`config.mk`:
```
export PLATFORM = sky130hd
export DESIGN_NAME = spi_cmd_parser_flat
export DESIGN_NICKNAME = d
export VERILOG_FILES = /design/src/rtl/spi_cmd_parser_if.sv /design/src/rtl/spi_cmd_parser.sv /design/src/flat_wrapper.sv
export SDC_FILE = /design/constraint.sdc
export NUM_CORES = 1
export LEC_CHECK = 0
export ABC_AREA = 0
export BUFFER_PORTS_ARGS = -buffer_cell sky130_fd_sc_hd__buf_2
export CORE_UTILIZATION = 45
export CTS_BUF_LIST = sky130_fd_sc_hd__clkbuf_4
export DETAILED_ROUTE_END_ITERATION = 16
export PLACE_DENSITY = 0.69
export SLEW_MARGIN = 20
export SYNTH_ARGS = -nofsm -noshare
export SYNTH_HDL_FRONTEND = slang
export SYNTH_SLANG_ARGS = --single-unit
```
`constraint.sdc`:
```
create_clock -name clk -period 5.4 [get_ports clk]
set_clock_uncertainty 0.05 [all_clocks]
set_input_delay 0.27 -clock clk [delete_from_list [all_inputs] [get_ports clk]]
set_output_delay 0.27 -clock clk [all_outputs]
set_load 0.02 [all_outputs]
```
`src/rtl/spi_cmd_parser_if.sv`:
```
// -----------------------------------------------------------------------------
// spi_cmd_parser_if
// Bundles the signals between the SPI slave byte receiver, the command parser
// and the control logic that consumes decoded commands.
//
//   cs_n       raw SPI chip select, active low, asynchronous to clk
//   rxd_data   received byte from the SPI slave
//   rxd_flag   level flag, high from bit 0 of a byte until the next byte's MSB
//   txd_data   status byte returned to the master on MISO
//   cmd_valid  one-cycle pulse for each good frame
//   cmd_code   command byte of the last good frame
//   cmd_param  {param_hi, param_lo} of the last good frame
//   err_cnt    saturating count of bad frames
//   busy       a frame is partially received
//
// The slave modport is the parser's view; the master modport is the view of
// whatever drives the receive side and observes the results.
// -----------------------------------------------------------------------------
interface spi_cmd_parser_if;
    logic        cs_n;
    logic [7:0]  rxd_data;
    logic        rxd_flag;
    logic [7:0]  txd_data;
    logic        cmd_valid;
    logic [7:0]  cmd_code;
    logic [15:0] cmd_param;
    logic [7:0]  err_cnt;
    logic        busy;

    modport slave (
        input  cs_n, rxd_data, rxd_flag,
        output txd_data, cmd_valid, cmd_code, cmd_param, err_cnt, busy
    );

    modport master (
        output cs_n, rxd_data, rxd_flag,
        input  txd_data, cmd_valid, cmd_code, cmd_param, err_cnt, busy
    );
endinterface

```
`src/rtl/spi_cmd_parser.sv`:
```
// -----------------------------------------------------------------------------
// spi_cmd_parser
// Assembles 5-byte command frames (HEADER, cmd, param_hi, param_lo, checksum)
// from the SPI slave byte receiver, validates the checksum (8-bit sum of cmd,
// param_hi and param_lo) and presents the decoded command. Reports the result
// of each frame through the status byte shifted back on MISO.
//
// Ports:
//   clk    system clock, same domain as the SPI slave
//   rst_n  asynchronous active-low reset
//   bus    spi_cmd_parser_if.slave (receive side, status and command outputs)
//
// A frame is abandoned (NAK_ABORT, error counted) when chip select rises or
// when no byte arrives for TIMEOUT_CYC cycles while a frame is in progress.
// -----------------------------------------------------------------------------
module spi_cmd_parser #(
    parameter logic [7:0] HEADER      = 8'hA5,
    parameter int         TIMEOUT_CYC = 500000,
    parameter logic [7:0] ACK_CODE    = 8'h5A,
    parameter logic [7:0] NAK_CSUM    = 8'hE1,
    parameter logic [7:0] NAK_ABORT   = 8'hE2
) (
    input  logic              clk,
    input  logic              rst_n,
    spi_cmd_parser_if.slave   bus
);

    localparam int CNT_W = (TIMEOUT_CYC > 2) ? $clog2(TIMEOUT_CYC) : 1;
    localparam logic [CNT_W-1:0] TMO_LAST = CNT_W'(TIMEOUT_CYC - 1);

    typedef enum logic [2:0] {IDLE, CMD, PH, PL, CSUM} state_t;

    state_t             state, state_n;
    logic               flag_d;
    logic               cs_s1, cs_s2, cs_s3;
    logic               byte_stb, cs_rise;
    logic [CNT_W-1:0]   tmo_cnt;
    logic [7:0]         cmd_r, ph_r, pl_r, sum;
    logic               frame_ok, frame_bad, abort;

    logic [7:0]         txd_data;
    logic               cmd_valid;
    logic [7:0]         cmd_code;
    logic [15:0]        cmd_param;
    logic [7:0]         err_cnt;

    // The receiver's flag is a level; only its rising edge marks a new byte.
    assign byte_stb = bus.rxd_flag & ~flag_d;
    assign cs_rise  = cs_s2 & ~cs_s3;

    // cs_n is asynchronous: two flops for metastability, a third for edge detect.
    // Reset to 1 so that a deselected bus at reset release is not seen as a rise.
    // NOTE: sequential state uses non-blocking assignments so every flop samples
    // the pre-edge values of the others, matching real hardware.
    always_ff @(posedge clk or negedge rst_n) begin
        if (!rst_n) begin
            cs_s1  <= 1'b1;
            cs_s2  <= 1'b1;
            cs_s3  <= 1'b1;
            flag_d <= 1'b0;
        end else begin
            cs_s1  <= bus.cs_n;
            cs_s2  <= cs_s1;
            cs_s3  <= cs_s2;
            flag_d <= bus.rxd_flag;
        end
    end

    always_ff @(posedge clk or negedge rst_n) begin
        if (!rst_n) state <= IDLE;
        else        state <= state_n;
    end

    // Priority: cs_rise abort > byte_stb > timeout. A byte coinciding with a
    // cs rise is dropped, even in IDLE.
    // NOTE: every output of this block is given a default first so that no
    // path leaves a signal unassigned, which would infer a latch.
    always_comb begin
        state_n   = state;
        frame_ok  = 1'b0;
        frame_bad = 1'b0;
        abort     = 1'b0;
        if (cs_rise) begin
            if (state != IDLE) begin
                state_n = IDLE;
                abort   = 1'b1;
            end
        end else if (byte_stb) begin
            unique case (state)
                IDLE: if (bus.rxd_data == HEADER) state_n = CMD;
                CMD:  state_n = PH;
                PH:   state_n = PL;
                PL:   state_n = CSUM;
                CSUM: begin
                    state_n   = IDLE;
                    frame_ok  = (bus.rxd_data == sum);
                    frame_bad = (bus.rxd_data != sum);
                end
                default: state_n = IDLE;
            endcase
        end else if (state != IDLE && tmo_cnt == TMO_LAST) begin
            state_n = IDLE;
            abort   = 1'b1;
        end
    end

    always_ff @(posedge clk or negedge rst_n) begin
        if (!rst_n) begin
            tmo_cnt   <= '0;
            cmd_r     <= 8'h00;
            ph_r      <= 8'h00;
            pl_r      <= 8'h00;
            sum       <= 8'h00;
            txd_data  <= 8'h00;
            cmd_valid <= 1'b0;
            cmd_code  <= 8'h00;
            cmd_param <= 16'h0000;
            err_cnt   <= 8'h00;
        end else begin
            // Counter is zero whenever the FSM sits in IDLE and restarts per byte.
            if (byte_stb || state_n == IDLE) tmo_cnt <= '0;
            else                             tmo_cnt <= tmo_cnt + 1'b1;

            if (byte_stb && !cs_rise) begin
                unique case (state)
                    CMD: begin
                        cmd_r <= bus.rxd_data;
                        sum   <= bus.rxd_data;
                    end
                    PH: begin
                        ph_r <= bus.rxd_data;
                        sum  <= sum + bus.rxd_data;
                    end
                    PL: begin
                        pl_r <= bus.rxd_data;
                        sum  <= sum + bus.rxd_data;
                    end
                    default: ;
                endcase
            end

            cmd_valid <= frame_ok;
            if (frame_ok) begin
                cmd_code  <= cmd_r;
                cmd_param <= {ph_r, pl_r};
                txd_data  <= ACK_CODE;
            end else if (frame_bad) begin
                txd_data  <= NAK_CSUM;
            end else if (abort) begin
                txd_data  <= NAK_ABORT;
            end

            if ((frame_bad || abort) && err_cnt != 8'hFF)
                err_cnt <= err_cnt + 8'd1;
        end
    end

    assign bus.txd_data  = txd_data;
    assign bus.cmd_valid = cmd_valid;
    assign bus.cmd_code  = cmd_code;
    assign bus.cmd_param = cmd_param;
    assign bus.err_cnt   = err_cnt;
    assign bus.busy      = (state != IDLE);

endmodule

```
`src/flat_wrapper.sv`:
```
// flat-port wrapper written by rule: the top's interface ports become plain ports
module spi_cmd_parser_flat 
#(
    parameter logic [7:0] HEADER      = 8'hA5,
    parameter int         TIMEOUT_CYC = 500000,
    parameter logic [7:0] ACK_CODE    = 8'h5A,
    parameter logic [7:0] NAK_CSUM    = 8'hE1,
    parameter logic [7:0] NAK_ABORT   = 8'hE2
)
  (clk, rst_n, bus_cs_n, bus_rxd_data, bus_rxd_flag, bus_txd_data, bus_cmd_valid, bus_cmd_code, bus_cmd_param, bus_err_cnt, bus_busy);
  spi_cmd_parser_if bus_i ();
  input  logic clk;
  input  logic rst_n;
  input wire logic [$bits(bus_i.cs_n)-1:0] bus_cs_n;
  input wire logic [$bits(bus_i.rxd_data)-1:0] bus_rxd_data;
  input wire logic [$bits(bus_i.rxd_flag)-1:0] bus_rxd_flag;
  output wire logic [$bits(bus_i.txd_data)-1:0] bus_txd_data;
  output wire logic [$bits(bus_i.cmd_valid)-1:0] bus_cmd_valid;
  output wire logic [$bits(bus_i.cmd_code)-1:0] bus_cmd_code;
  output wire logic [$bits(bus_i.cmd_param)-1:0] bus_cmd_param;
  output wire logic [$bits(bus_i.err_cnt)-1:0] bus_err_cnt;
  output wire logic [$bits(bus_i.busy)-1:0] bus_busy;
  assign bus_i.cs_n = bus_cs_n;
  assign bus_i.rxd_data = bus_rxd_data;
  assign bus_i.rxd_flag = bus_rxd_flag;
  assign bus_txd_data = bus_i.txd_data;
  assign bus_cmd_valid = bus_i.cmd_valid;
  assign bus_cmd_code = bus_i.cmd_code;
  assign bus_cmd_param = bus_i.cmd_param;
  assign bus_err_cnt = bus_i.err_cnt;
  assign bus_busy = bus_i.busy;
  spi_cmd_parser #(.HEADER(HEADER), .TIMEOUT_CYC(TIMEOUT_CYC), .ACK_CODE(ACK_CODE), .NAK_CSUM(NAK_CSUM), .NAK_ABORT(NAK_ABORT)) u_core (.clk(clk), .rst_n(rst_n), .bus(bus_i));
endmodule
```
; ---- Word-level counts from Yosys, hierarchy flattened
; Index checks and enable logic that the tools add are counted.
[classes]
n_addsub = 3
n_eq_ne = 9
n_mux = 21
bitwise = 4
reduce_logical = 16
[op_table]
columns = operator, n
row1 = $mux W8, 3
row2 = $add A19 B1 Y19 const B, 1
row3 = $eq A19 B19 Y1 const B, 1
row4 = $mux W19, 1
row5 = $pmux W8 S2, 1
row6 = $mux W3, 5
row7 = $pmux W3 S4, 1
row8 = $mux W1, 10
row9 = $add A8 B1 Y8 const B, 1
row10 = $add A8 B8 Y8, 1
row11 = $eq A8 B8 Y1, 1
row12 = $eq A8 B8 Y1 const B, 1
row13 = $ne A8 B8 Y1, 1
row14 = $ne A8 B8 Y1 const B, 1
row15 = $reduce_and A2 Y1, 4
row16 = $eq A3 B2 Y1 const B, 2
row17 = $logic_not A3 Y1, 2
row18 = $reduce_bool A3 Y1, 2
row19 = $eq A3 B1 Y1 const B, 1
row20 = $eq A3 B3 Y1 const B, 1
row21 = $logic_and A1 B1 Y1, 3
row22 = $and A1 B1 Y1, 2
row23 = $logic_or A1 B1 Y1, 2
row24 = $not A1 Y1, 2
row25 = other kinds (3), 3
[word_totals]
ff_bits = 99
in_bits = 12
output_inout_bits = 42
elab_cells = 68

; ---- Longest topological paths before layout
; Gate-level depths: netlist of run 1.
[logic_depth]
depth_word = 8
mapped_depth = 9
depth_no_buf = 9

; ---- Worst setup path before layout of run 1
; OpenSTA, ideal clock, no wires.
[synth_path]
kind = flip-flop to flip-flop
startpoint = register u_core.sum[6]
endpoint = register u_core.cmd_param[0], in the netlist u_core.bus.cmd_param[0]
setup_ns = 0.128
arrival_ns = 1.956
required_time_ns = 5.222
slack_ns = 3.266
path_stages_with_launch = 7
path_buffers = 1
synth_period_minus_slack_ns = 2.134
path_cell_list = dfrtp_1 > ha_1 > nor4_1 > nand3_1 > nor2_2 > buf_4 > mux2_1
[synth_via]
elab_chain_len = 4
[synth_lines]
columns = element, line
row1 = "start, declared", spi_cmd_parser.sv:38  ; logic [7:0] cmd_r, ph_r, pl_r, sum;
row2 = "start signal, assigned", spi_cmd_parser.sv:128  ; sum <= bus.rxd_data;
row3 = "start signal, assigned", spi_cmd_parser.sv:132  ; sum <= sum + bus.rxd_data;
row4 = "start signal, assigned", spi_cmd_parser.sv:136  ; sum <= sum + bus.rxd_data;
row5 = $eq A8 B8 Y1, spi_cmd_parser.sv:96  ; frame_ok = (bus.rxd_data == sum);
row6 = $mux W1, spi_cmd_parser.sv:89  ; unique case (state)
row7 = $mux W1, spi_cmd_parser.sv:88  ; end else if (byte_stb) begin
row8 = $mux W1, spi_cmd_parser.sv:83  ; if (cs_rise) begin
row9 = "end signal, assigned", spi_cmd_parser.sv:145  ; cmd_param <= {ph_r, pl_r};
row10 = "end, declared", spi_cmd_parser.sv:44  ; logic [15:0] cmd_param;
; Every way passes these cells.
; A chain may end at the register's enable or synchronous reset.

; ---- Worst setup path after layout of run 1
[layout_path]
startpoint = register u_core.cs_s2
endpoint = register u_core.tmo_cnt[7]
[layout_via]
elab_chain_len = 5
[layout_lines]
columns = element, line
row1 = "start, declared", spi_cmd_parser.sv:35  ; logic cs_s1, cs_s2, cs_s3;
row2 = "start signal, assigned", spi_cmd_parser.sv:63  ; cs_s2 <= cs_s1;
row3 = $and A1 B1 Y1, spi_cmd_parser.sv:49  ; assign cs_rise = cs_s2 & ~cs_s3;
row4 = $mux W3, spi_cmd_parser.sv:83
row5 = $logic_not A3 Y1, spi_cmd_parser.sv:121  ; if (byte_stb || state_n == IDLE) tmo_cnt <= '0;
row6 = $logic_or A1 B1 Y1, spi_cmd_parser.sv:121
row7 = $mux W19, spi_cmd_parser.sv:121
row8 = "end signal, assigned", spi_cmd_parser.sv:122  ; else tmo_cnt <= tmo_cnt + 1'b1;
row9 = "end, declared", spi_cmd_parser.sv:37  ; logic [CNT_W-1:0] tmo_cnt;
; Every way passes these cells.

==> run summary, run 1 <==
After detailed routing, the total wire length is 8.20 mm. The combined global-route utilization of all metal layers came out at 0.177. The TritonCTS sink count is 96. The core region is 9370 um^2. The clock passes through at most 2 buffers. The total placed instance area came out at 4770 um^2. The number of unique standard cell types used by synthesis came out at 47. The leftover overflow at the end of global routing came out at 0.

The wire length of the first global-routing pass is 13.8 mm. The worst-case headroom to the max-slew limit is 0.495. The cell count after synthesis is 389. The final-layout worst hold slack is 0.0379 ns. The number of levels in the clock H-tree is 3.

The signal arrival time at the worst endpoint came out at 2.69 ns. In the synthesized netlist, the cells that appear most often are sky130_fd_sc_hd__dfrtp_1 (93), sky130_fd_sc_hd__mux2_1 (42), sky130_fd_sc_hd__nand2_1 (41), sky130_fd_sc_hd__nor2_1 (34), sky130_fd_sc_hd__xnor2_1 (15). The count of flip-flops with a built-in enable after synthesis came out at 0. The reported leakage power is 2.53 nW.

The total I/O pin count came out at 54. For this design the total switching power over the nets is 309 uW. The placement row count is 35.

For this run, the register share of the synthesized area comes to 0.547. The buffer count from post-CTS setup fixing is 0. Compared with the post-synthesis result, the final layout area differs by 12.6%. The floorplan step set the die width to 101 um.

The final weighted congestion in routability-driven placement came out at 0.802. The worst setup path is captured at a register. The total power per unit cell area is 243 nW/um^2. The pin slew with the least headroom to its limit is 0.758 ns. The depth of the worst hold-timing path came out at 3.

The total count of hold-check failures in the final report came to 0. The post-route fraction of the period consumed by the critical path came out at 0.449. The largest area contributor in the netlist is sky130_fd_sc_hd__dfrtp_1. The number of nets with antenna violations after routing is 0. The average size of a mapped cell is 11.3 um^2. After detailed routing, the number of remaining DRC violations is 0. Using the TritonRoute via totals, the vias-per-cell ratio works out to 5.20.

In this run the worst path has a maximum fanout of 19. The placed instance count is 559. The TritonCTS clock tree is done. The sequential cell fraction of total power came out at 0.606.

The worst setup path is launched from a register. The per-cell routed wire length came out at 14.2 um. The final max-slew violation count is 0. The pre-antenna-repair detailed-routing pass consisted of 4 iterations.

Entering global routing, the biggest net connects 58 pins. The final core area utilization is 0.529. The worst register-to-register path has a depth of 5. The flip-flop and latch count after synthesis came out at 96. Port buffering added 52 buffers. The cell internal power dissipation came out at 898 uW.

During synthesis, Yosys emitted a total of 0 warnings. The share of total power dissipated in the clock network is 0.343. The full die area came out at 10,200 um^2. The final setup violation count is 0. The flow ran to the end, and the final reports show no timing, DRC or antenna violations. The number of nets in the synthesized netlist is 411. The most instantiated flip-flop cell in the synthesis netlist is sky130_fd_sc_hd__dfrtp_1.

The total inserted antenna cells came out at 0. The via count of the first global-routing pass came out at 2,800. The post-placement worst setup slack is 2.97 ns.

The maximum clock frequency came out at 412 MHz. The share of synthesized area in the top cell type comes to 0.529. The synthesized area is 4400 um^2. The half-perimeter wire length of the detailed placement result came out at 5.82 mm. The setup slack of the critical path after layout is 2.97 ns. The number of max-capacitance violations reported came out at 0. Once layout is complete, the cells apart from fillers number 579. The first routing iteration left 105 violations. Detailed routing inserted a total of 3,012 vias. The worst-skew pair later-pin latency came out at 0.45 ns.

In the post-synthesis netlist, the cell with the most instances is sky130_fd_sc_hd__dfrtp_1. The number of buffers created by CTS is 9. The initial standard-cell utilization of the core came out at 0.470. For hold timing, the worst endpoint is u_core.cmd_r[3]$_DFFE_PN0P_.

The worst hold-check path type is in2reg. In this run the critical register-to-register path is launched from u_core.cs_s2$_DFF_PN1_. The area of the multi-input gates came out at 1880 um^2. Power comes to 1.21 mW. The fraction of final layout cells sized beyond drive strength 1 is 0.187. In the final design database the tool counted 467 nets. At the worst endpoint, the required time is 5.66 ns. The final cell area excluding filler cells came out at 4960 um^2. VDD sags by at most 0.137 mV. The setup TNS after final layout is 0 ns. The launch point of the worst hold path is bus_rxd_data[3]. The post-CTS clock slew at the launch and capture registers of the worst setup and hold paths came out at 0.17 ns. Of the total power, combinational logic draws 0.051. The setup slack of the worst register-to-register path came out at 2.97 ns. The tree is rooted in a sky130_fd_sc_hd__clkbuf_4.

The share of async-settable or async-resettable flops after synthesis came out at 1.00. The endpoint identified for the worst register-to-register timing path is u_core.tmo_cnt[7]$_DFF_PN0_. The switching power share of the total came out at 0.256. The classification of the worst setup path is reg2reg. The initial antenna violation count came to 0. Setup repair after global routing left no endpoint under its margin. After synthesis, the cell types taking the most area are sky130_fd_sc_hd__dfrtp_1 (53%), sky130_fd_sc_hd__mux2_1 (11%), sky130_fd_sc_hd__nand2_1 (3.5%). The combined flip-flop and latch cell area came out at 2410 um^2. The die boundary height is 101 um. The smallest clock period supported by the final layout is computed as 2.43 ns. The layout filler cell count is 855.
[worst max-delay path: stages (launching register included)]
cell and delay, ns:
sky130_fd_sc_hd__dfstp_2 0.56, sky130_fd_sc_hd__nor2b_2 0.29, sky130_fd_sc_hd__nor3_1 0.14, sky130_fd_sc_hd__and3_1 0.38, sky130_fd_sc_hd__o31ai_4 0.75, sky130_fd_sc_hd__nor2_1 0.11
[cells in the final DEF, fill, tap and decap left out, drive strengths merged, types with 4 or more instances in the layout]
master | synthesis | layout
clkbuf | 5 | 9
nor2 | 35 | 35
nor2b | 6 | 6
a21o | 8 | 8
nor3 | 16 | 16
nor4 | 5 | 5
and3 | 7 | 7
dlygate4sd3 | 0 | 4
nand4 | 7 | 7
dfrtp | 93 | 93
nand2b | 5 | 5
ha | 9 | 9
o21ai | 14 | 14
mux2 | 42 | 42
xnor2 | 15 | 15
nand2 | 42 | 42
a21oi | 10 | 10
buf | 8 | 54
nand3 | 11 | 11
xor2 | 8 | 8
inv | 11 | 15
[cell families (layout without fill, tap and decap cells)]
family / Yosys count / in the layout / share of synthesized area
AO/OA/AOI/OAI: 47 / 47 / 0.0742
XOR/XNOR: 23 / 23 / 0.0458
adder cells (fa/ha/maj): 10 / 10 / 0.0301
buffers and inverters: 24 / 85 / 0.0273
flip-flops: 96 / 96 / 0.547
multiplexers: 45 / 45 / 0.114
other: 1 / 1 / 0.000852
AND/OR/NAND/NOR: 143 / 143 / 0.161
[how the worst max path moves through the flow]
stage / from / end / slack [ns] / depth (start not counted)
floorplan: u_core.sum[6]$_DFFE_PN0P_ / u_core.bus.cmd_param[0]$_DFFE_PN0P_ / 3.27 / 6
global placement: bus_rxd_data[2] / u_core.bus.cmd_param[4]$_DFFE_PN0P_ / 2.99 / 7
detailed placement: bus_rxd_data[2] / u_core.bus.cmd_code[5]$_DFFE_PN0P_ / 2.97 / 7
CTS: u_core.cs_s2$_DFF_PN1_ / u_core.tmo_cnt[2]$_DFF_PN0_ / 2.96 / 5
global route: u_core.cs_s2$_DFF_PN1_ / u_core.tmo_cnt[18]$_DFF_PN0_ / 2.79 / 5
finish: u_core.cs_s2$_DFF_PN1_ / u_core.tmo_cnt[7]$_DFF_PN0_ / 2.97 / 5
[power by group through the flow]
stage | registers (mW) | clock network (mW) | logic (mW)
after floorplan | 0.745 | 0 | 0.0275
after global placement | 0.744 | 0 | 0.0593
after detailed placement | 0.744 | 0 | 0.0605
after CTS | 0.731 | 0.430 | 0.0630
after global routing | 0.733 | 0.460 | 0.0701
final | 0.731 | 0.414 | 0.0618
[layer usage]
layer	part of all wire	vias up	GRT usage
met4	0.016	0	0.0702
li1	-	1466	-
met5	0	-	0
met3	0.033	11	0.0354
met1	0.48	1480	0.240
met2	0.47	55	0.279
[sequential cells by signal (all words and copies together), names as in the netlist, 8 cells and up]
register	cells
u_core.sum	8
u_core.bus.err_cnt	8
u_core.bus.cmd_code	8
u_core.tmo_cnt	19
u_core.ph_r	8
u_core.cmd_r	8
u_core.pl_r	8
u_core.bus.cmd_param	16
[area by class of cell]
| class | count | share of cell area |
|---|---|---|
| sequential | 96 | 0.485 |
| timing repair buffer | 58 | 0.0641 |
| clock inverter | 7 | 0.0172 |
| tap | 129 | 0.0326 |
| inverter | 11 | 0.00833 |
| clock buffer | 9 | 0.0136 |
| multi-input combinational | 269 | 0.379 |
[repair_timing]
| item | in CTS | in global routing |
|---|---|---|
| resized for setup | 0 | 0 |
| endpoints found under the hold margin | 41 | 0 |
| hold buffers | 4 | 0 |
(Power assumes the default switching activity.)
==> run 2: changes to the inputs <==
clock period = 2.3 ns   (was 5.4 ns; I/O delays follow)
==> run 2 against run 1 <==
Critical path depth up 2. Clock power up 110%. Setup slack worse by 2.8 ns. Global-route usage is 0.75 points higher. Final cell count increased by 3.1%. Die area did not move. Register-to-register slack lost 2.8 ns. Hold slack better by 0.048 ns. Via count grew 1.2%. Sequential cell count is the same. Sequential power is 140% higher. Total power increased by 130%. Critical endpoint is now u_core.bus.err_cnt[5]$_DFFE_PN0P_.
==> run summary, run 2 (same netlist as run 1, synthesis figures left out) <==
The combined global-route utilization of all metal layers came to 0.184 (was 0.177). The number of detailed-route iterations in the first pass is 4 (unchanged). The final weighted congestion in routability-driven placement came out at 0.836 (was 0.802). The final-layout worst hold slack came to 0.0862 ns (was 0.0379 ns).

The maximum clock frequency is 463 MHz (was 412 MHz). The half-perimeter wire length of the detailed placement result came out at 6.07 mm (was 5.82 mm). The signal arrival time at the worst endpoint is 2.46 ns (was 2.69 ns). The global routing's busiest layer is met2 (unchanged). The number of buffers created by CTS came to 9 (unchanged).

The total count of hold-check failures in the final report came out at 0 (unchanged). The via count of the first global-routing pass came out at 2,998 (was 2,800). The post-route fraction of the period consumed by the critical path is 0.940 (was 0.449).

The placement row count was 35 (unchanged). The overall routed net length was 8.43 mm (was 8.20 mm). The kind of start point of the critical path is a register (unchanged). The count of buffering cells on the critical path with inverters included is 0 (unchanged).

The reported leakage power is 2.62 nW (was 2.53 nW). The final cell area excluding filler cells came out at 5150 um^2 (was 4960 um^2). The leftover overflow at the end of global routing is 0 (unchanged).

The critical register-to-register path endpoint is u_core.bus.err_cnt[5]$_DFFE_PN0P_ (was u_core.tmo_cnt[7]$_DFF_PN0_). The origin of the critical flop-to-flop path was u_core.sum[6]$_DFFE_PN0P_ (was u_core.cs_s2$_DFF_PN1_). The post-CTS clock slew at the launch and capture registers of the worst setup and hold paths is 0.14 ns (was 0.17 ns). The number of nets with antenna violations after routing came to 0 (unchanged). The setup TNS after final layout is 0 ns (unchanged). The initial standard-cell utilization of the core came to 0.470 (unchanged). The post-synthesis to final-layout area growth came out at 16.9% (was 12.6%). Largest registers: u_core.tmo_cnt x19, u_core.bus.cmd_param x16 (unchanged). The maximum clock path buffer count is 2 (unchanged).

The total inserted antenna cells is 0 (unchanged). The TritonCTS clock tree is done (unchanged). The largest fanout on the critical path came out at 8 (was 19). The maximum number of pins on one net before global-route repair is 45 (was 58). The total power per unit cell area came out at 540 nW/um^2 (was 243 nW/um^2). The maximum resistive drop on vdd is 0.214 mV (was 0.137 mV).

The setup slack of the worst register-to-register path was 0.14 ns (was 2.97 ns). The worst-case headroom to the max-slew limit came out at 0.610 (was 0.495). The number of flip-flops under the largest register name came out at 19 (unchanged). The delay contributed by the slowest stage of the critical path came out at 0.42 ns (was 0.75 ns). The die boundary height came to 101 um (unchanged).

The leading cell type in the layout, fill and taps excluded is sky130_fd_sc_hd__dfrtp_1 (unchanged). The total power of the final layout is 2.78 mW (was 1.21 mW). RSZ-0062 raised after global routing: yes (was no). The logic depth of the worst register-to-register path came out at 7 (was 5). The per-cell routed wire length is 14.1 um (was 14.2 um). The placed instance count is 569 (was 559).

The met3 track utilization from global routing came out at 0.0340 (was 0.0354). The core outline area is 9370 um^2 (unchanged). Outcome: finished, final reports clean (unchanged). The time the final worst path needs with I/O delays and setup is 2.16 ns (was 2.43 ns). The sort of element at the end of the critical path is a register (unchanged).

The count of non-filler cells in the finished layout is 597 (was 579). The final setup violation count came out at 0 (unchanged). The pin slew with the least headroom to its limit is 0.584 ns (was 0.758 ns). The required time of the critical path was 2.60 ns (was 5.66 ns).

The standard cell with the maximum stage delay on the critical path was sky130_fd_sc_hd__dfrtp_1 (was sky130_fd_sc_hd__o31ai_4). The clock tree root driver cell is sky130_fd_sc_hd__clkbuf_4 (unchanged). The full die area came out at 10,200 um^2 (unchanged).

The initial antenna violation count is 0 (unchanged). The launching element of the worst setup path was u_core.sum[6]$_DFFE_PN0P_ (was u_core.cs_s2$_DFF_PN1_). The final max-slew violation count is 0 (unchanged). Most frequent cells in the layout: sky130_fd_sc_hd__dfrtp_1 (93), sky130_fd_sc_hd__buf_2 (51), sky130_fd_sc_hd__mux2_1 (42) (unchanged). The total I/O pin count came out at 54 (unchanged). The DRC violation count after routing is 0 (unchanged). The worst-skew pair later-pin latency came out at 0.46 ns (was 0.45 ns). The family of cells with the greatest summed delay on the critical path is simple AND/OR/NAND/NOR gates (unchanged).

The count of nets after finishing is 485 (was 467). Crit path cell chain: ha_1, nor4_4, nand3_2, a22oi_2, o31ai_4, nand4_1, mux2_1 (was nor2b_2, nor3_1, and3_1, o31ai_4, nor2_1). The met2 usage in global routing is 0.293 (was 0.279).

The number of port buffers is 52 (unchanged). The violation count after the first detailed-routing iteration came out at 182 (was 105). The total placed instance area came to 4860 um^2 (was 4770 um^2). The fraction of final layout cells sized beyond drive strength 1 was 0.201 (was 0.187). The critical path depth in cells is 7 (was 5). The wire length of the first global-routing pass was 14.4 mm (was 13.8 mm).

The register name with the most flops is u_core.tmo_cnt (unchanged). The horizontal die dimension is 101 um (unchanged). The mean number of vias per cell came out at 5.11 (was 5.20). The routing usage on met1 is 0.241 (was 0.240). The number of levels in the clock H-tree is 3 (unchanged). The capturing element of the worst setup path is u_core.bus.err_cnt[5]$_DFFE_PN0P_ (was u_core.tmo_cnt[7]$_DFF_PN0_). The classification of the worst setup path was reg2reg (unchanged). The worst hold-check path type is in2async (was in2reg).

The vias after detailed routing is 3,049 (was 3,012). The TritonCTS sink count is 96 (unchanged). The number of max-capacitance violations reported is 0 (unchanged).
## run 2: changes by cell type in the layout (fill, tap and decap cells not counted), moves of 2 or more
cell                            before  now
sky130_fd_sc_hd__buf_4               3   11
sky130_fd_sc_hd__dlygate4sd3_1       4   11
sky130_fd_sc_hd__buf_12              0    3
sky130_fd_sc_hd__clkinv_1            0    2
sky130_fd_sc_hd__clkinv_4            0    2
sky130_fd_sc_hd__clkinvlp_4          2    0
sky130_fd_sc_hd__inv_6               2    0
sky130_fd_sc_hd__inv_8               2    0
## run 2: final cells by class
| cell class | instances | area (um^2) |
|---|---|---|
| repair buffers | 76 | 508 |
| clock buffers | 10 | 75.1 |
| clock inverters | 6 | 60.1 |
| well taps | 129 | 161 |
| flip-flops and latches | 96 | 2410 |
| fillers | 822 | 4220 |
| multi-input cells | 269 | 1900 |
| inverters | 11 | 41.3 |
## run 2: routing by layer
layer,part of all wire,routed length (um)
met1,0.47,3950
met2,0.48,4040
met3,0.026,223
met4,0.026,215
met5,0,0
## run 2: power breakdown
part | leakage [nW] | internal, mW | switching [mW] | total [mW]
combinational | 1.24 | 0.0689 | 0.107 | 0.176
clock | 0.0754 | 0.339 | 0.548 | 0.887
sequential | 1.31 | 1.71 | 0.0106 | 1.72
## run 2: worst min path at each step
stage,startpoint,end,slack [ns],cells after the start
final,rst_n,u_core.bus.cmd_param[7]$_DFFE_PN0P_,0.09,2
after CTS,rst_n,u_core.bus.cmd_param[5]$_DFFE_PN0P_,0.07,2
after floorplan,rst_n,u_core.bus.cmd_code[0]$_DFFE_PN0P_,-0.23,0
after global routing,rst_n,u_core.ph_r[2]$_DFFE_PN0P_,0.1,2
after global placement,rst_n,u_core.bus.cmd_param[0]$_DFFE_PN0P_,0.04,1
after detailed placement,rst_n,u_core.bus.cmd_param[7]$_DFFE_PN0P_,0.04,1
## run 2: timing repair
action	4_1_cts	5_1_grt
hold buffers	11	0
setup endpoints to repair	0	47
setup buffers	0	1
endpoints found under the hold margin	113	0
resized for setup	0	3
## run 2: stage by stage
stage	worst slack [ns]	util
floorplan	0.166	-
global placement	0.121	0.519
detailed placement	0.0552	0.519
CTS	0.0458	0.545
global route	0.00194	0.549
finish	0.138	0.549
==> run 3: changes to the inputs <==
clock period = 2.4 ns   (was 2.3 ns; I/O delays follow)
==> run 3 against run 2 <==
Final cell count decreased by 1.0%. Wire length decreased by 1.6%. Combinational power decreased by 12%. Global-route usage decreased by 0.67 points. Die area unchanged. Utilization decreased by 0.69 points. Sequential cell count unchanged. Via count decreased by 0.30%. First-iteration DRC count decreased by 2.2%. Critical path depth unchanged. Total power decreased by 4.1%.
==> run summary, run 3 (same netlist as run 1, synthesis figures left out) <==
The die boundary height is 101 um (unchanged). The maximum clock frequency was 448 MHz (was 463 MHz). The count of non-filler cells in the finished layout came out at 591 (was 597). The per-cell routed wire length came out at 14.0 um (was 14.1 um). The origin of the critical flop-to-flop path is u_core.sum[2]$_DFFE_PN0P_ (was u_core.sum[6]$_DFFE_PN0P_).

The worst hold-check path type is in2async (unchanged). The violation count after the first detailed-routing iteration is 178 (was 182). The final weighted congestion in routability-driven placement came to 0.810 (was 0.836).

The number of buffers created by CTS came out at 9 (unchanged). The pin slew with the least headroom to its limit came out at 0.620 ns (was 0.584 ns). Largest registers: u_core.tmo_cnt x19, u_core.bus.cmd_param x16 (unchanged). The overall routed net length is 8.29 mm (was 8.43 mm).

The final setup violation count came out at 0 (unchanged). The total count of hold-check failures in the final report is 0 (unchanged). The post-route fraction of the period consumed by the critical path came to 0.930 (was 0.940). The half-perimeter wire length of the detailed placement result was 5.99 mm (was 6.07 mm). The logic depth of the worst register-to-register path is 7 (unchanged). The worst-case headroom to the max-slew limit came out at 0.587 (was 0.610).

The register name with the most flops is u_core.tmo_cnt (unchanged). The maximum resistive drop on vdd came out at 0.230 mV (was 0.214 mV). The initial standard-cell utilization of the core is 0.470 (unchanged). The setup slack of the worst register-to-register path is 0.17 ns (was 0.14 ns). The sort of element at the end of the critical path is a register (unchanged). The DRC violation count after routing is 0 (unchanged). The leftover overflow at the end of global routing is 0 (unchanged). The total power of the final layout came to 2.66 mW (was 2.78 mW).

RSZ-0062 raised after global routing: no (was yes). The TritonCTS sink count is 96 (unchanged). The number of max-capacitance violations reported came out at 0 (unchanged).

The full die area came out at 10,200 um^2 (unchanged). The signal arrival time at the worst endpoint is 2.54 ns (was 2.46 ns). The count of nets after finishing came out at 479 (was 485). The placement row count came to 35 (unchanged). The number of port buffers came out at 52 (unchanged).

Most frequent cells in the layout: sky130_fd_sc_hd__dfrtp_1 (93), sky130_fd_sc_hd__buf_2 (51), sky130_fd_sc_hd__mux2_1 (42) (unchanged). The number of detailed-route iterations in the first pass is 4 (unchanged). Outcome: finished, final reports clean (unchanged).

The horizontal die dimension is 101 um (unchanged). The number of levels in the clock H-tree came out at 3 (unchanged). The via count of the first global-routing pass is 2,963 (was 2,998).

The number of flip-flops under the largest register name is 19 (unchanged). The initial antenna violation count came to 0 (unchanged). The TritonCTS clock tree was done (unchanged). The total I/O pin count is 54 (unchanged). The fraction of final layout cells sized beyond drive strength 1 is 0.190 (was 0.201). The worst-skew pair later-pin latency is 0.46 ns (about the same).

The combined global-route utilization of all metal layers is 0.177 (was 0.184). The post-CTS clock slew at the launch and capture registers of the worst setup and hold paths came out at 0.17 ns (was 0.14 ns). The placed instance count came out at 563 (was 569). The post-synthesis to final-layout area growth is 15.5% (was 16.9%).

The setup TNS after final layout came out at 0 ns (unchanged). The total power per unit cell area is 524 nW/um^2 (was 540 nW/um^2). The vias after detailed routing came out at 3,040 (was 3,049).

The reported leakage power is 2.59 nW (was 2.62 nW). The clock tree root driver cell was sky130_fd_sc_hd__clkbuf_4 (unchanged). The maximum clock path buffer count was 2 (unchanged).

The leading cell type in the layout, fill and taps excluded is sky130_fd_sc_hd__dfrtp_1 (unchanged). The critical register-to-register path endpoint is u_core.bus.err_cnt[5]$_DFFE_PN0P_ (unchanged). The maximum number of pins on one net before global-route repair came to 52 (was 45). The core outline area came to 9370 um^2 (unchanged).

The time the final worst path needs with I/O delays and setup came out at 2.23 ns (was 2.16 ns). The required time of the critical path is 2.71 ns (was 2.60 ns). The final max-slew violation count came to 0 (unchanged). The total inserted antenna cells was 0 (unchanged).

The mean number of vias per cell is 5.14 (was 5.11). The classification of the worst setup path is reg2reg (unchanged). The kind of start point of the critical path was a register (unchanged). The number of nets with antenna violations after routing came out at 0 (unchanged). The wire length of the first global-routing pass is 13.8 mm (was 14.4 mm). The largest fanout on the critical path came out at 8 (unchanged).
==> run 3: cell types whose count changed in the layout (fill, tap and decap cells not counted), moves of 2 or more <==
cell / before / now
sky130_fd_sc_hd__buf_4: 11 / 5
sky130_fd_sc_hd__inv_6: 0 / 5
sky130_fd_sc_hd__clkinv_1: 2 / 0
sky130_fd_sc_hd__clkinv_4: 2 / 0
==> run 3: metrics by stage <==
| step | hold WS, ns | instance area, um^2 | utilization | setup WS, ns |
|---|---|---|---|---|
| floorplan | -0.226 | 4400 | - | 0.266 |
| detailed placement | -0.108 | 4820 | 0.514 | 0.155 |
| finish | 0.102 | 5080 | 0.542 | 0.168 |
| global route | 0.102 | 5080 | 0.542 | 0.0340 |
| global placement | -0.111 | 4820 | 0.514 | 0.242 |
| CTS | 0.0999 | 5080 | 0.542 | 0.125 |
==> run 3: layout make-up <==
type | count | area [um^2]
inverter | 11 | 41.3
multi-input combinational | 269 | 1880
timing repair buffer | 70 | 453
tap | 129 | 161
clock buffer | 9 | 67.6
sequential | 96 | 2410
clock inverter | 7 | 71.3
fill | 837 | 4290
==> run 3: what timing repair did <==
item | in CTS | in global routing
endpoints found under the hold margin | 122 | 0
buffers inserted | 0 | 0
resized for setup | 0 | 1
setup endpoints to repair | 0 | 2
hold buffers | 12 | 0
==> run 3: worst max-delay path by stage <==
| stage | cells past startpoint | end | slack (ns) | from |
|---|---|---|---|---|
| detailed placement | 7 | u_core.bus.err_cnt[5]$_DFFE_PN0P_ | 0.15 | u_core.sum[6]$_DFFE_PN0P_ |
| global route | 7 | u_core.bus.err_cnt[5]$_DFFE_PN0P_ | 0.03 | u_core.sum[2]$_DFFE_PN0P_ |
| floorplan | 6 | u_core.bus.cmd_param[0]$_DFFE_PN0P_ | 0.27 | u_core.sum[6]$_DFFE_PN0P_ |
| global placement | 7 | u_core.bus.err_cnt[7]$_DFFE_PN0P_ | 0.24 | u_core.sum[2]$_DFFE_PN0P_ |
| finish | 7 | u_core.bus.err_cnt[5]$_DFFE_PN0P_ | 0.17 | u_core.sum[2]$_DFFE_PN0P_ |
| CTS | 7 | u_core.bus.err_cnt[5]$_DFFE_PN0P_ | 0.12 | u_core.sum[2]$_DFFE_PN0P_ |
==> run 3: routing by layer <==
layer | global-route usage | wire length, um
met1 | 0.233 | 3890
met2 | 0.287 | 3950
met3 | 0.0409 | 344
met4 | 0.0669 | 104
met5 | 0 | 0
==> run 3: where the power goes <==
group | internal, mW | switching [mW] | leakage [nW] | total, mW
registers | 1.64 | 0.00964 | 1.31 | 1.65
logic | 0.0592 | 0.0962 | 1.20 | 0.155
clock network | 0.248 | 0.615 | 0.0770 | 0.863
total | 1.94 | 0.721 | 2.59 | 2.66
==> run 3: worst max-delay path, cell delays in order (launching register included) <==
cell	delay, ns
sky130_fd_sc_hd__dfrtp_1	0.41
sky130_fd_sc_hd__ha_1	0.35
sky130_fd_sc_hd__nor4_2	0.27
sky130_fd_sc_hd__nand3_1	0.20
sky130_fd_sc_hd__a22oi_2	0.21
sky130_fd_sc_hd__o31ai_4	0.15
sky130_fd_sc_hd__nand4_1	0.14
sky130_fd_sc_hd__mux2_1	0.34
